===== src/rtl/kc_load_arbiter.sv =====
// KC85/4 memory-port arbiter: shares the RAM port between the Z80 and the hps_io ioctl
// download (TAP tape images and the M025 ROM). Optional autostart outputs: KC_LOAD_AUTOSTART_EN.
module kc_load_arbiter #(
  parameter logic [7:0]  TAP_INDEX  = 8'd1,
  parameter logic [7:0]  ROM_INDEX  = 8'd2,
  parameter logic [15:0] ROM_BASE   = 16'h4000,
  parameter int          ROM_SIZE   = 8192,
  parameter int          STARVE_MAX = 8
) (
  input  logic        clk_sys,
  input  logic        reset,
  input  logic        ioctl_download,
  input  logic [7:0]  ioctl_index,
  input  logic        ioctl_wr,
  input  logic [24:0] ioctl_addr,
  input  logic [7:0]  ioctl_data,
  output logic        ioctl_wait,
  input  logic        cpu_req,
  input  logic        cpu_we,
  input  logic [15:0] cpu_addr,
  input  logic [7:0]  cpu_wdata,
  output logic        cpu_ack,
  output logic [7:0]  cpu_rdata,
  output logic        mem_en,
  output logic        mem_we,
  output logic [15:0] mem_addr,
  output logic [7:0]  mem_wdata,
  input  logic [7:0]  mem_rdata,
  output logic        load_busy,
`ifdef KC_LOAD_AUTOSTART_EN
  output logic        start_valid,
  output logic [15:0] start_addr,
`endif
  output logic        load_err
);

  localparam int SW = $clog2(STARVE_MAX + 1);

  typedef enum logic [1:0] {IDLE, CPU_RD, CPU_WR_DONE, LD_WR} state_t;

  state_t        state, state_nx;
  logic [SW-1:0] starve_cnt;
  logic          cpu_grant, ld_grant, starved;

  logic          dl_q, busy, err;
  logic          buf_full;
  logic [15:0]   buf_addr;
  logic [7:0]    buf_data;
  logic [24:0]   file_cnt, pay_cnt;
  logic [7:0]    blk_pos;
  logic [15:0]   load_addr, end_addr;

  logic          dl_rise, tap_sel, rom_sel, accept;
  logic          tap_hdr_done, tap_payload, tap_write, rom_in_range;
  logic [15:0]   tap_waddr, want_addr;
  logic          want_write, capture, overflow;

  // ---------------------------------------------------------------------------
  // Download decode
  // ---------------------------------------------------------------------------
  assign dl_rise = ioctl_download & ~dl_q;
  assign tap_sel = (ioctl_index == TAP_INDEX);
  assign rom_sel = (ioctl_index == ROM_INDEX);
  // The cycle that starts a download only clears state; hps_io never strobes a byte there.
  assign accept  = ioctl_wr & (tap_sel | rom_sel) & ~dl_rise;

  assign tap_hdr_done = (file_cnt >= 25'd16);
  assign tap_payload  = tap_hdr_done & (blk_pos != 8'd0);
  assign tap_waddr    = load_addr + pay_cnt[15:0] - 16'd128;
  assign tap_write    = tap_payload & (pay_cnt >= 25'd128) & (tap_waddr < end_addr);
  assign rom_in_range = (ioctl_addr < 25'(ROM_SIZE));

  assign want_write = accept & (tap_sel ? tap_write : rom_in_range);
  assign want_addr  = tap_sel ? tap_waddr : ROM_BASE + ioctl_addr[15:0];
  assign capture    = want_write & ~buf_full;
  assign overflow   = accept & buf_full;

  // NOTE: sequential state is always assigned with <= so every flop samples pre-edge values.
  always_ff @(posedge clk_sys) begin
    if (reset) begin
      dl_q      <= 1'b0;
      busy      <= 1'b0;
      err       <= 1'b0;
      buf_full  <= 1'b0;
      file_cnt  <= '0;
      blk_pos   <= '0;
      pay_cnt   <= '0;
      load_addr <= '0;
      end_addr  <= '0;
    end else begin
      dl_q <= ioctl_download;
      if (dl_rise) begin
        busy      <= 1'b1;
        err       <= 1'b0;
        file_cnt  <= '0;
        blk_pos   <= '0;
        pay_cnt   <= '0;
        load_addr <= '0;
        end_addr  <= '0;
      end else begin
        if (!ioctl_download && !buf_full) busy <= 1'b0;
        if (accept) begin
          file_cnt <= file_cnt + 25'd1;
          if ((ioctl_addr != file_cnt) || overflow || (!tap_sel && !rom_in_range)) err <= 1'b1;
          // Dropped bytes still advance the position so later bytes decode in place.
          if (tap_sel && tap_hdr_done) begin
            blk_pos <= (blk_pos == 8'd128) ? 8'd0 : blk_pos + 8'd1;
            if (blk_pos != 8'd0) begin
              pay_cnt <= pay_cnt + 25'd1;
              case (pay_cnt)
                25'd17:  load_addr[7:0]  <= ioctl_data;
                25'd18:  load_addr[15:8] <= ioctl_data;
                25'd19:  end_addr[7:0]   <= ioctl_data;
                25'd20:  end_addr[15:8]  <= ioctl_data;
                default: ;
              endcase
            end
          end
        end
      end
      if (ld_grant) buf_full <= 1'b0;
      if (capture)  buf_full <= 1'b1;
    end
  end

  // NOTE: buffer payload needs no reset; buf_full alone says whether it is meaningful.
  always_ff @(posedge clk_sys) begin
    if (capture) begin
      buf_addr <= want_addr;
      buf_data <= ioctl_data;
    end
  end

  // ---------------------------------------------------------------------------
  // Memory port arbiter
  // ---------------------------------------------------------------------------
  assign starved = buf_full & (starve_cnt == SW'(STARVE_MAX));

  always_ff @(posedge clk_sys) begin
    if (reset) begin
      state      <= IDLE;
      starve_cnt <= '0;
    end else begin
      state <= state_nx;
      if (ld_grant)
        starve_cnt <= '0;
      else if (cpu_grant && buf_full && (starve_cnt != SW'(STARVE_MAX)))
        starve_cnt <= starve_cnt + SW'(1);
    end
  end

  // NOTE: every output of this block gets a default first, so no latch can be inferred.
  always_comb begin
    state_nx  = state;
    cpu_grant = 1'b0;
    ld_grant  = 1'b0;
    mem_en    = 1'b0;
    mem_we    = 1'b0;
    mem_addr  = '0;
    mem_wdata = '0;
    cpu_ack   = 1'b0;
    cpu_rdata = '0;
    if (!reset) begin
      case (state)
        IDLE: begin
          if (cpu_req && !starved) begin
            cpu_grant = 1'b1;
            mem_en    = 1'b1;
            mem_we    = cpu_we;
            mem_addr  = cpu_addr;
            mem_wdata = cpu_we ? cpu_wdata : 8'h00;
            state_nx  = cpu_we ? CPU_WR_DONE : CPU_RD;
          end else if (buf_full) begin
            ld_grant  = 1'b1;
            mem_en    = 1'b1;
            mem_we    = 1'b1;
            mem_addr  = buf_addr;
            mem_wdata = buf_data;
            state_nx  = LD_WR;
          end
        end
        CPU_RD: begin
          cpu_ack   = 1'b1;
          cpu_rdata = mem_rdata;
          state_nx  = IDLE;
        end
        CPU_WR_DONE: begin
          cpu_ack  = 1'b1;
          state_nx = IDLE;
        end
        LD_WR:   state_nx = IDLE;
        default: state_nx = IDLE;
      endcase
    end
  end

  // Reset forces the stall low in the very cycle it is sampled, abandoning any download.
  assign ioctl_wait = buf_full & ~reset;
  assign load_busy  = busy & ~reset;
  assign load_err   = err & ~reset;

`ifdef KC_LOAD_AUTOSTART_EN
  logic [7:0]  arg_cnt;
  logic [15:0] start_lat, start_q;
  logic        tap_seen, start_pulse;

  always_ff @(posedge clk_sys) begin
    if (reset) begin
      arg_cnt     <= '0;
      start_lat   <= '0;
      start_q     <= '0;
      tap_seen    <= 1'b0;
      start_pulse <= 1'b0;
    end else begin
      start_pulse <= 1'b0;
      if (dl_rise) begin
        arg_cnt   <= '0;
        start_lat <= '0;
        start_q   <= '0;
        tap_seen  <= 1'b0;
      end else begin
        if (accept && tap_sel) tap_seen <= 1'b1;
        if (accept && tap_sel && tap_payload) begin
          case (pay_cnt)
            25'd16:  arg_cnt          <= ioctl_data;
            25'd21:  start_lat[7:0]   <= ioctl_data;
            25'd22:  start_lat[15:8]  <= ioctl_data;
            default: ;
          endcase
        end
        // Same condition that drops load_busy: the TAP is fully written.
        if (busy && !ioctl_download && !buf_full && tap_seen && (arg_cnt >= 8'd3)) begin
          start_pulse <= 1'b1;
          start_q     <= start_lat;
        end
      end
    end
  end

  assign start_valid = start_pulse & ~reset;
  assign start_addr  = reset ? 16'h0000 : start_q;
`endif

endmodule


===== config.mk =====
export PLATFORM = sky130hd
export DESIGN_NAME = kc_load_arbiter
export DESIGN_NICKNAME = d
export VERILOG_FILES = /design/src/rtl/kc_load_arbiter.sv
export SDC_FILE = /design/constraint.sdc
export NUM_CORES = 1
export LEC_CHECK = 0
export BUFFER_PORTS_ARGS = -buffer_cell sky130_fd_sc_hd__buf_4
export CAP_MARGIN = 20
export CORE_MARGIN = 8
export CORE_UTILIZATION = 30
export DETAILED_ROUTE_END_ITERATION = 8
export PLACE_DENSITY_LB_ADDON = 0.08
export SYNTH_ARGS = -nofsm -noshare
export SYNTH_HDL_FRONTEND = slang
export SYNTH_SLANG_ARGS = --single-unit

===== constraint.sdc =====
create_clock -name clk_sys -period 7.64 [get_ports clk_sys]
set_input_delay 0.382 -clock clk_sys [delete_from_list [all_inputs] [get_ports clk_sys]]
set_output_delay 0.382 -clock clk_sys [all_outputs]
set_load 0.005 [all_outputs]

==> metrics.md, run 1 <==
| Metric | Value |
|---|---|
| Status | finished, final reports clean |
| Final Wtd Congestion | 0.805 |
| Max Clock Skew | 0.0107 ns |
| Hold Violations, Final | 0 |
| Max cap viols | 0 |
| Overall Global Routing Usage | 0.143 |
| Relative slew slack | 0.320 |
| Final routed DRC violation total | 0 |
| Crit path arrival time | about 4.9 ns |
| Slew of the pin with the lowest slew margin | 1.02 ns |
| Number of synthesized flops with an enable pin | 24 |
| Clock-pin slew on the worst setup and hold paths | 0.06 ns |
| CP peak stage delay | 0.42 ns |
| Cells after Synth | 868 |
| Ant diodes | 0 |
| Root Buffer | clkbuf_16 |
| Worst R2R End | buf_addr[13]$_DFFE_PP_ |
| Post-CTS sizing | 0 |
| Final period utilization | 0.630 |
| Setup crit end kind | register |
| Clk buf depth | 2 |
| Final setup vio count | 0 |
| HP Start | ioctl_download |
| Row count | 58 |
| Mapped Area | 0.00751 mm² |
| CTS hold repair buffers | 0 |
| RSZ-0062 raised after global routing | false |
| Final Slew Violations | 0 |
| DRT iter0 DRCs | 274 |
| Number of global-route vias before repair | 6197 |
| Post-route minimum period | 4.81 ns |
| PortBufs | 116 |
| Library cells used by synthesis | 60 |
| Sink Count | 124 |
| CTS tree | done |
| Starting density of the core | 0.302 |
| Cell chain of the critical path | ha_1 -> ha_1 -> fa_1 -> a211oi_1 -> o21ai_1 -> a21oi_1 -> o21ai_1 -> a221o_1 -> a21oi_1 -> xnor2_1 -> ha_1 -> and4_1 -> a2111oi_0 -> o211ai_1 -> a21oi_2 -> buf_4 |
| Core Footprint | 0.0249 mm² |
| Count of warnings emitted by yosys | 0 |
| Share of cells above drive strength 1 | 0.178 |
| Synth Register Bits | around 120 |
| Req. time, crit path | just under 8 ns |
| Synth-to-layout area growth | 23.7% |
| RR Startpoint | pay_cnt[1]$_SDFFE_PP0P_ |
| Clock Latency Late Sink | 0.42 ns |
| Routed WL | 21.6 mm |
| H-Tree Depth | 4 |
| Register area share after synthesis | 0.363 |
| Lkg Pwr | 3.89 nW |
| Hold Path Cell Cnt | 2 |
| Reg2reg setup slack | 2.83 ns |
| Final global-route overflow total | 0 |
| NumNets Final | ~1.1k |
| Commonest register cell after synthesis | dfxtp_1 |
| Synthesized area per cell | slightly below 9 µm² |
| Die height | 174 µm |
| First-pass DRT Iterations | 4 |
| DR WL/cell | between 15 and 20 µm |
| Peak Freq | 208 MHz |
| Final instance area | 0.00929 mm² |
| Initial antenna violation count | 0 |
| Die W | 174 µm |
| Maximum VDD drop | 0.000133 V |
| Via density per instance | 4.71 |
| CP Class | reg2reg |
| # IOs | 117 |
| Pwr Density | 173 mW/mm² |
| Worst Setup Start Kind | register |
| Detailed Place HPWL | 16.5 mm |
| Vias | roughly 6.2k |
| Die area | 0.0303 mm² |
| Min-delay worst type | in2reg |
| Largest net degree at the start of global routing | between 80 and 90 |
| Crit path max fanout | 24 |
| Async SR Flop Fraction | 0 |
| Critical path's most frequent cell | ha_1 |
| Setup TNS | 0 ns |
| Placed Instance Area | 0.00870 mm² |
| Cts bufs inserted | 17 |
| Reg2Reg Depth | 16 |
| Syn nets | 1005 |
| First-pass GRT wire length | 34.5 mm |
| Post-route antenna net violation count | 0 |
| Worst path slowest cell | dfxtp_1 |
| Setup bufs post-CTS | 0 |
| Hold endpoint | dl_q$_SDFF_PP0_ |
critical path, delay by kind of cell (launching register included):
family | cells | cell delay (ns)
AO/OA/AOI/OAI | 9 | 2.17
adder cells (fa/ha/maj) | 4 | 1.20
flip-flops | 1 | 0.42
buffers and inverters | 1 | 0.31
AND/OR/NAND/NOR | 1 | 0.22
XOR/XNOR | 1 | 0.15
cells in the mapped netlist (all sizes together), types with 2 or more instances:
| library cell | n | area [µm²] |
|---|---|---|
| nand4 | 21 | 146 |
| dfxtp | 100 | 2000 |
| o21ai | 21 | 105 |
| a21o | 7 | 52.6 |
| nor2 | 133 | 499 |
| nand3b | 2 | 15.0 |
| ha | 57 | 713 |
| edfxtp | 24 | 721 |
| o21a | 4 | 30.0 |
| and3 | 6 | 37.5 |
| inv | 70 | 263 |
| or4 | 7 | 52.6 |
| nand2 | 72 | 273 |
| a21oi | 28 | 140 |
| nor4 | 25 | 245 |
| buf | 4 | 26.3 |
| a22oi | 26 | 195 |
| or2 | 4 | 25.0 |
| nand2b | 5 | 31.3 |
| nand3 | 22 | 148 |
| and2 | 12 | 75.1 |
| or3 | 11 | 68.8 |
| nor3 | 18 | 95.1 |
| xnor2 | 44 | 385 |
| xor2 | 41 | 359 |
| a211oi | 8 | 65.1 |
| clkbuf | 27 | 104 |
| o22a | 3 | 26.3 |
| and4 | 6 | 52.6 |
| a31oi | 3 | 18.8 |
| mux2i | 32 | 320 |
| nor2b | 9 | 56.3 |
where the power goes:
part	internal (W)	total [W]	switching, W
Combinational	0.0000594	0.000127	0.0000673
Sequential	0.000669	0.000669	0.000000633
Clock	0.000509	0.000809	0.000301
Total	0.00124	0.00161	0.000369
flip-flops by register name, summed over array words and instances (netlist names), 2 cells and up:
register	flops
file_cnt	25
pay_cnt	25
buf_addr	16
end_addr	16
load_addr	16
blk_pos	8
buf_data	8
starve_cnt	4
state	2
metrics by stage:
stage,utilization,hold WS [ns],worst slack (ns),instances,total power [W]
floorplan,-,0.429,2.39,868,0.000735
global placement,0.350,0.457,2.88,1288,0.000814
detailed placement,0.350,0.460,2.85,1288,0.000813
CTS,0.373,0.176,2.80,1320,0.00163
global route,0.373,0.177,2.52,1320,0.00167
finish,0.373,0.200,2.83,1320,0.00161
how the worst max path moves through the flow:
stage / start / to / slack, ns / cells after the start
2_1_floorplan: pay_cnt[1]$_SDFFE_PP0P_ / buf_addr[0]$_DFFE_PP_ / 2.39 / 15
3_3_place_gp: pay_cnt[1]$_SDFFE_PP0P_ / buf_data[2]$_DFFE_PP_ / 2.88 / 16
3_5_place_dp: pay_cnt[1]$_SDFFE_PP0P_ / buf_data[2]$_DFFE_PP_ / 2.85 / 16
4_1_cts: pay_cnt[1]$_SDFFE_PP0P_ / buf_addr[13]$_DFFE_PP_ / 2.80 / 16
5_1_grt: pay_cnt[1]$_SDFFE_PP0P_ / buf_data[0]$_DFFE_PP_ / 2.52 / 16
6_report: pay_cnt[1]$_SDFFE_PP0P_ / buf_addr[13]$_DFFE_PP_ / 2.83 / 16
placed cells by master (no fill, tap or decap), types with 9 or more instances in the layout:
cell type / n
nor2_1: 133
buf_4: 121
dfxtp_1: 100
nand2_1: 71
inv_1: 70
ha_1: 57
xnor2_1: 44
xor2_1: 41
mux2i_1: 32
a21oi_1: 27
a22oi_1: 26
edfxtp_1: 24
nand4_1: 20
nand3_1: 19
o21ai_0: 17
nor3_1: 17
clkbuf_16: 17
nor4_1: 15
or3_1: 11
and2_1: 11
nor2b_1: 9
cells by family after synthesis:
group           Yosys count  share of synthesized area
flops                   124                      0.363
xor+xnor                 85                     0.0992
compound gates          108                     0.0933
fa+ha+maj                58                     0.0977
buf+inv                 101                     0.0523
simple gates            359                      0.251
mux                      33                     0.0442
routing by layer:
layer  share of wire  vias to the layer above  GRT usage  routed length [µm]
met5               0                        -          0                   0
met4           0.025                        0     0.0549                 544
met3           0.042                       27     0.0330                 902
met2            0.45                      129      0.226                9730
met1            0.48                     2853      0.187               10500
li1                -                     3212          -                   -
area by class of cell:
type | instances | area, µm²
timing repair buffer | 121 | 908
clock inverter | 13 | 150
inverter | 70 | 263
multi-input combinational | 643 | 4400
tap | 330 | 413
sequential | 124 | 2720
clock buffer | 19 | 433
fill | 2605 | 15600
Power figures use the tool's default switching activity.
==> run 2: changes to the inputs <==
clock period = 4.8 ns   (was 7.64 ns; I/O delays follow)
==> metrics.md, run 2 (same netlist as run 1, synthesis figures left out) <==
| Metric | Value |
|---|---|
| Status | finished, final reports clean (unchanged) |
| Routed WL | 21.7 mm (was 21.6 mm) |
| Worst Setup Start Kind | register (unchanged) |
| DR WL/cell | 16.4 µm (about the same) |
| Die W | 174 µm (unchanged) |
| First-pass GRT wire length | 34.6 mm (was 34.5 mm) |
| Crit path max fanout | 24 (unchanged) |
| Setup crit end kind | register (unchanged) |
| Final Wtd Congestion | 0.809 (was 0.805) |
| Post-route core utilization | 0.377 (was 0.373) |
| Final routed DRC violation total | 0 (unchanged) |
| Peak Freq | 224 MHz (was 208 MHz) |
| Final global-route overflow total | 0 (unchanged) |
| Final instance area | 0.00937 mm² (was 0.00929 mm²) |
| Root Buffer | clkbuf_16 (unchanged) |
| Max cap viols | 0 (unchanged) |
| Commonest non-fill, non-tap cell in the layout | nor2_1 (unchanged) |
| Detailed Place HPWL | 16.6 mm (was 16.5 mm) |
| Post-route minimum period | 4.47 ns (was 4.81 ns) |
| Number of global-route vias before repair | 6284 (was 6197) |
| Cts bufs inserted | 17 (unchanged) |
| First-pass DRT Iterations | 5 (was 4) |
| Placed Instance Area | 0.00875 mm² (was 0.00870 mm²) |
| Top Family by Delay on Critical Path | compound AO/OA/AOI/OAI gates (unchanged) |
| Hold Violations, Final | 0 (unchanged) |
| Final Slew Violations | 0 (unchanged) |
| Worst path slowest cell | fa_1 (was dfxtp_1) |
| Min-delay worst type | in2reg (unchanged) |
| Die area | 0.0303 mm² (unchanged) |
| DRT iter0 DRCs | 336 (was 274) |
| Clock-pin slew on the worst setup and hold paths | 0.07 ns (was 0.06 ns) |
| Overall Global Routing Usage | 0.144 (was 0.143) |
| Clk buf depth | 2 (unchanged) |
| RSZ-0062 raised after global routing | false (unchanged) |
| Biggest regs | file_cnt (25), pay_cnt (25) (unchanged) |
| Bufs and invs on worst path | 1 (unchanged) |
| Sink Count | 124 (unchanged) |
| Crit path arrival time | 4.58 ns (was 4.89 ns) |
| Req. time, crit path | 4.91 ns (was 7.72 ns) |
| Slew of the pin with the lowest slew margin | 0.971 ns (was 1.02 ns) |
| Fill count | 2598 (was 2605) |
| Via density per instance | 4.67 (was 4.71) |
| Clock Latency Late Sink | 0.42 ns (about the same) |
| Ant diodes | 0 (unchanged) |
| Row count | 58 (unchanged) |
| Share of cells above drive strength 1 | 0.184 (was 0.178) |
| Final setup vio count | 0 (unchanged) |
| CTS tree | done (unchanged) |
| Initial antenna violation count | 0 (unchanged) |
| Starting density of the core | 0.302 (unchanged) |
| Synth-to-layout area growth | 24.9% (was 23.7%) |
| Setup bufs post-CTS | 0 (unchanged) |
| H-Tree Depth | 4 (unchanged) |
| CP Class | reg2reg (unchanged) |
| Final Power | 0.00261 W (was 0.00161 W) |
| Post-route antenna net violation count | 0 (unchanged) |
| Post-Place Cells | 1293 (was 1288) |
| NumNets Final | 1119 (was 1114) |
| Vias | 6194 (was 6221) |
| Relative slew slack | 0.353 (was 0.320) |
| Largest net degree at the start of global routing | 40 (was 85) |
| Critical path's most frequent cell | ha_1 (unchanged) |
| CP peak stage delay | 0.44 ns (was 0.42 ns) |
| Die height | 174 µm (unchanged) |
| Max Clock Skew | 0.0157 ns (was 0.0107 ns) |
| Final Non-Filler Cells | 1325 (was 1320) |
| Pwr Density | 278 mW/mm² (was 173 mW/mm²) |
| Maximum VDD drop | 0.000209 V (was 0.000133 V) |
| Lkg Pwr | 3.92 nW (was 3.89 nW) |
| Setup TNS | 0 ns (unchanged) |
| PortBufs | 116 (unchanged) |
| Core Footprint | 0.0249 mm² (unchanged) |
| Cell chain of the critical path | ha_1 -> ha_1 -> fa_1 -> a211oi_2 -> o21ai_1 -> a21oi_2 -> o21ai_1 -> a221o_1 -> a21oi_1 -> xnor2_1 -> ha_1 -> and4_1 -> a2111oi_1 -> o211ai_1 -> a21oi_2 -> buf_12 (was ha_1 -> ha_1 -> fa_1 -> a211oi_1 -> o21ai_1 -> a21oi_1 -> o21ai_1 -> a221o_1 -> a21oi_1 -> xnor2_1 -> ha_1 -> and4_1 -> a2111oi_0 -> o211ai_1 -> a21oi_2 -> buf_4) |
| Commonest non-fill, non-tap cells in the layout | nor2_1, buf_4, dfxtp_1 (unchanged) |
| Final period utilization | 0.931 (was 0.630) |
| # IOs | 117 (unchanged) |
## run 2: cell count changes in the layout (fill, tap and decap cells not counted), sizes merged
| cell | before | now |
|---|---|---|
| clkbuf | 19 | 21 |
| clkinv | 8 | 3 |
| buf | 121 | 126 |
| bufinv | 3 | 4 |
| clkinvlp | 2 | 4 |
## run 2: timing repair
action / in CTS / in global routing
endpoints found under the setup margin: 0 / 24
resized for setup: 0 / 3
hold buffers: 0 / 0
## run 2: cell type report
cell class	count	area, µm²	share of cell area
multi-input cells	643	4410	0.470
well taps	330	413	0.0440
clock inverters	11	169	0.0180
clock buffers	21	440	0.0470
inverters	70	263	0.0280
flip-flops and latches	124	2720	0.290
repair buffers	126	958	0.102
## run 2: through the flow
step                      hold slack [ns]  setup WS, ns
after floorplan                     0.312        0.0600
after global placement              0.462         0.233
after detailed placement            0.476         0.175
after CTS                          0.0503         0.171
after global routing               0.0653        0.0553
final                              0.0633         0.331
## run 2: worst register-to-register path, cell delays in order, from the launching register on
cell,delay [ns]
dfxtp_1,0.31
ha_1,0.29
ha_1,0.24
fa_1,0.44
a211oi_2,0.27
o21ai_1,0.14
a21oi_2,0.17
o21ai_1,0.13
a221o_1,0.37
a21oi_1,0.18
xnor2_1,0.16
ha_1,0.28
and4_1,0.22
a2111oi_1,0.33
o211ai_1,0.20
a21oi_2,0.22
buf_12,0.20
## run 2: power by group
part           total (W)  internal [W]  switching [W]
Sequential       0.00107       0.00106     0.00000117
Combinational   0.000202     0.0000953       0.000107
Clock            0.00134      0.000867       0.000472
## run 2: metal layers
layer | vias to the layer above | GRT usage | share of wire
met4 | 0 | 0.0385 | 0.011
met1 | 2860 | 0.188 | 0.49
met3 | 13 | 0.0328 | 0.040
met5 | - | 0 | 0
li1 | 3221 | - | -
met2 | 100 | 0.233 | 0.46
## run 2: final timing paths
path | depth (start not counted) | slack (ns) | to | from
setup / recovery | 16 | 0.33 | buf_data[7]$_DFFE_PP_ | pay_cnt[1]$_SDFFE_PP0P_
hold / removal | 2 | 0.06 | dl_q$_SDFF_PP0_ | ioctl_download
setup reg to reg | 16 | 0.33 | buf_data[7]$_DFFE_PP_ | pay_cnt[1]$_SDFFE_PP0P_
hold reg to reg | 2 | 0.49 | busy$_SDFFE_PP0P_ | busy$_SDFFE_PP0P_
